==> src/rtl/fifo_read_pointer_sync_status.sv <==
// Write-domain read-pointer synchroniser with fill level, full/almost-full and sticky integrity flags.
// Latency: read_pointer -> sync_read_pointer STAGES edges, -> status STAGES+1 edges; write_pointer_bin -> status 0.
module fifo_read_pointer_sync_status #(
    parameter int DEPTH             = 16,
    parameter int STAGES            = 2,
    parameter int ALMOST_FULL_LEVEL = DEPTH - 2
) (
    input  logic                     write_clock,
    input  logic                     write_reset_n,
    input  logic [$clog2(DEPTH):0]   read_pointer,
    input  logic [$clog2(DEPTH):0]   write_pointer_bin,
    input  logic                     error_clear,
    output logic [$clog2(DEPTH):0]   sync_read_pointer,
    output logic [$clog2(DEPTH):0]   sync_read_pointer_bin,
    output logic [$clog2(DEPTH):0]   write_level,
    output logic                     full,
    output logic                     almost_full,
    output logic                     gray_error,
    output logic                     level_error
);
    localparam int            AW      = $clog2(DEPTH);
    localparam logic [AW:0]   DEPTH_L = (AW + 1)'(DEPTH);
    localparam logic [AW:0]   AF_L    = (AW + 1)'(ALMOST_FULL_LEVEL);
    localparam int            CW      = $clog2(STAGES + 2);
    localparam logic [CW-1:0] ARMED   = CW'(STAGES + 1);

    logic [AW:0]   stage_q [STAGES];
    logic [AW:0]   stage_d [STAGES];
    logic [AW:0]   prev_q, prev_d;
    logic [AW:0]   bin_q, bin_d;
    logic [CW-1:0] arm_q, arm_d;
    logic          gray_err_q, gray_err_d;
    logic          level_err_q, level_err_d;

    logic [AW:0]   sync_g;
    logic [AW:0]   dec;
    logic [AW:0]   level;
    logic          gray_viol;
    logic          level_viol;

    always_comb begin
        stage_d[0] = read_pointer;
        for (int i = 1; i < STAGES; i++) begin
            stage_d[i] = stage_q[i-1];
        end
        sync_g = stage_q[STAGES-1];

        dec     = '0;
        dec[AW] = sync_g[AW];
        for (int i = AW - 1; i >= 0; i--) begin
            dec[i] = dec[i+1] ^ sync_g[i];
        end

        prev_d = sync_g;
        bin_d  = dec;

        // The first compares after reset pit real samples against reset zeros; hold off until both are genuine.
        arm_d     = (arm_q == ARMED) ? arm_q : arm_q + CW'(1);
        gray_viol = (arm_q == ARMED) && ($countones(sync_g ^ prev_q) > 1);

        level      = write_pointer_bin - bin_q;
        level_viol = level > DEPTH_L;

        gray_err_d  = gray_viol  | (gray_err_q  & ~error_clear);
        level_err_d = level_viol | (level_err_q & ~error_clear);
    end

    always_ff @(posedge write_clock) begin
        if (!write_reset_n) begin
            for (int i = 0; i < STAGES; i++) begin
                stage_q[i] <= '0;
            end
            prev_q      <= '0;
            bin_q       <= '0;
            arm_q       <= '0;
            gray_err_q  <= 1'b0;
            level_err_q <= 1'b0;
        end else begin
            stage_q     <= stage_d;
            prev_q      <= prev_d;
            bin_q       <= bin_d;
            arm_q       <= arm_d;
            gray_err_q  <= gray_err_d;
            level_err_q <= level_err_d;
        end
    end

    // An impossible level reports not-full but almost-full so the writer stalls rather than overflows.
    assign sync_read_pointer     = sync_g;
    assign sync_read_pointer_bin = bin_q;
    assign write_level           = level;
    assign full                  = !level_viol && (level == DEPTH_L);
    assign almost_full           = level_viol || (level >= AF_L);
    assign gray_error            = gray_err_q;
    assign level_error           = level_err_q;
endmodule
==> config.mk <==
export PLATFORM = sky130hd
export DESIGN_NAME = fifo_read_pointer_sync_status
export DESIGN_NICKNAME = d
export VERILOG_FILES = /design/src/rtl/fifo_read_pointer_sync_status.sv
export SDC_FILE = /design/constraint.sdc
export NUM_CORES = 1
export LEC_CHECK = 0
export ABC_CLOCK_PERIOD_IN_PS = 2410
export BUFFER_PORTS_ARGS = -buffer_cell sky130_fd_sc_hd__buf_4
export CAP_MARGIN = 15
export CORE_AREA = 8 8 55 57
export CTS_BUF_LIST = sky130_fd_sc_hd__clkbuf_8 sky130_fd_sc_hd__clkbuf_16
export CTS_CLUSTER_DIAMETER = 150
export DETAILED_ROUTE_END_ITERATION = 16
export DIE_AREA = 0 0 63 65
export PLACE_DENSITY = 0.85
export SYNTH_ARGS = -nofsm -noshare
export SYNTH_HDL_FRONTEND = slang
export SYNTH_SLANG_ARGS = --single-unit
==> constraint.sdc <==
create_clock -name write_clock -period 2.41 [get_ports write_clock]
set_clock_uncertainty 0.1 [all_clocks]
set_input_delay 0.3615 -clock write_clock [delete_from_list [all_inputs] [get_ports write_clock]]
set_output_delay 0.3615 -clock write_clock [all_outputs]
set_load 0.02 [all_outputs]
==> results.toml <==
[sta]
clock.fmax_ghz = 0.403
rsz0062_at_grt = "true"
setup_viol = 1
slew_headroom = 0.783
fin_setup_tns_ps = -72.8
slew_viol_final = 0
fin_crit_ps = 2480
max_slew.worst_pin.slew_ps = 324
fin_ws_ps = -72.8
hold_viol_final = 0
min_period_over_period = 1.03

[critical_path]
crit_end = "full"
worstReg2RegStart = "sync_read_pointer_bin[0]$_SDFF_PN0_"
required_ps = 1950
critPathMaxFanout = 3
rr_endpoint = "level_error$_SDFF_PN0_"
regToRegSetupSlack_ps = 460
start_kind = "register"
worstPathArrival_ps = 2020
critPathKind = "reg2out"
cp-startpoint = "sync_read_pointer_bin[0]$_SDFF_PN0_"
r2r_cells = 10
crit_path_end_kind = "output port"

[clock_network]
holdBufCountCts = 0
cts.clk_slew.worst_paths_ps = 70
insertion_delay_ps = 260
numCtsBuffers = 3
tritoncts = "yes"
h-tree-depth = 1
cts.sinks = 23
cts_root_buf = "clkbuf_8"
cts_buffer_depth = 2

[die]
fp.dieArea_mm2 = 0.00410
floorplan.core_area_mm2 = 0.00215
fp.dieH_um = 65
start_util = 0.477
ioPinCount = 32
num_rows = 17
die_w_um = 63

[synth]
async_reset_ff_frac = 0
synth_area_leaders = "dfxtp_1 45%, and2_1 11%, ha_1 7.3%, xnor2_1 5.1%, xor2_1 4.3%"
synth_edf_count = 0
ys_seq_elements = 23
ys.flop_type = "dfxtp_1"
yosys.area.top_type_share = 0.449
syn-instance-count = 94
ys_seq_area_frac = 0.449
yosysUniqueCellTypes = 24
synth_top_area_cell = "dfxtp_1"
mappedNetlistArea_mm2 = 0.00102
syn_nets = 115
synth.avg_cell_area_um2 = 10.9
yosysWarningCount = 0

[global_route]
track_usage = 0.101
grt_pass1_wl_mm = 3.40
grt_pass1_vias = 837
gr-total-overflow = 0
grt_max_degree = 24
antenna_found_initial = 0

[hold_path]
hp-class = "in2reg"

[placement]
io_buffers = 31
dp.cells = 152
dp_hpwl_mm = 1.61
place_congestion = 0.792

[run_status]
failed_checks = "negative setup slack"
status = "complete, but fails checks"

[routing]
wl_mm = 2.05
vias = 735
wl_per_cell_um = 12.8
first_iter_violations = 6
vias_per_cell = 4.59
drc = 0
final_antenna_net_count = 0
dr.pass1.iters = 4

[cells_and_area]
syn_to_final_growth_pct = 38.3
fin_cells = 160
fin_util = 0.660
layout.nets = 154
drive_gt1_frac = 0.402
insertedDiodeCount = 0

[power_and_ir_drop]
ir_drop_v = 0.000488
powerDensity_mw_per_mm2 = 672
power_mw = 0.953
power_leakage_nw = 0.651

[run]
cap_violations = 0
-- sequential cells by signal, indices dropped and copies added, names as in the netlist --
register               cells
prev_q                     5
stage_d                    5
sync_read_pointer          5
sync_read_pointer_bin      4
arm_q                      2
gray_error                 1
level_error                1
-- synth_stat cells (all sizes together), types with 3 or more instances --
library cell and n:
and2 18, dfxtp 23, ha 6, inv 7
nand2b 3, nor2b 4, xnor2 8, xor2 5
-- per-stage QoR --
stage	area [µm²]	worst slack, ps	hold WS, ps
2_1_floorplan	1030	12.8	312
3_3_place_gp	1300	-31.9	313
3_5_place_dp	1300	-141	319
4_1_cts	1390	-65.5	203
5_1_grt	1420	-144	204
6_report	1420	-72.8	207
-- final cells by class --
type / count / area, µm²
clock buffer: 3 / 41.3
clock inverter: 1 / 3.75
fill: 177 / 731
inverter: 7 / 26.3
multi-input combinational: 60 / 561
sequential: 23 / 462
tap: 28 / 35.0
timing repair buffer: 38 / 289
-- power breakdown --
group	internal [mW]	total, mW	switching, mW
sequential	0.407	0.423	0.0163
combinational	0.154	0.305	0.151
clock	0.113	0.224	0.111
total	0.675	0.953	0.278
-- placed cells by master (no fill, tap or decap), types with 2 or more instances in the layout --
cell type,netlist,layout
a21o_1,2,2
and2_1,18,18
buf_4,2,37
clkbuf_8,0,3
dfxtp_1,23,22
ha_1,6,4
inv_1,7,7
nand2_1,2,2
nand2b_1,3,3
nor2b_1,4,4
xnor2_1,6,6
xnor2_2,2,2
xor2_1,5,4
-- worst max-delay path: stages (launching register included) --
cell     delay (ps)
dfxtp_2         360
ha_4            140
inv_2            50
fa_2            330
a21o_1          180
a21oi_2         160
xnor2_2         150
nor4b_4         220
buf_4           180
-- kinds of logic after synthesis --
| logic type | count (synthesis) | synth area share |
|---|---|---|
| adder cells (fa/ha/maj) | 8 | 0.112 |
| buffers and inverters | 11 | 0.0476 |
| AO/OA/AOI/OAI | 9 | 0.0732 |
| XOR/XNOR | 13 | 0.126 |
| flip-flops | 23 | 0.449 |
| multiplexers | 1 | 0.00977 |
| AND/OR/NAND/NOR | 29 | 0.182 |
-- how the worst min path moves through the flow --
stage | from | end | slack (ps) | cells past startpoint
finish | read_pointer[4] | stage_d[4]$_SDFF_PN0_ | 210 | 2
global route | read_pointer[3] | stage_d[3]$_SDFF_PN0_ | 200 | 2
CTS | read_pointer[0] | stage_d[0]$_SDFF_PN0_ | 200 | 2
detailed placement | stage_d[4]$_SDFF_PN0_ | sync_read_pointer[4]$_SDFF_PN0_ | 320 | 1
global placement | stage_d[4]$_SDFF_PN0_ | sync_read_pointer[4]$_SDFF_PN0_ | 310 | 1
floorplan | stage_d[0]$_SDFF_PN0_ | sync_read_pointer[0]$_SDFF_PN0_ | 310 | 1
-- routing by layer --
layer	vias up	global-route usage	wire, µm
met5	-	0	0
met4	0	0.0484	35
met3	6	0.0481	150
met2	27	0.197	1080
met1	330	0.0846	777
li1	372	-	-
-- what timing repair did --
item                       4_1_cts  5_1_grt
setup endpoints to repair        3        3
setup buffers                    3        3
pin swaps                        2        1
resized for setup                6        2
Power figures use the tool's default switching activity.
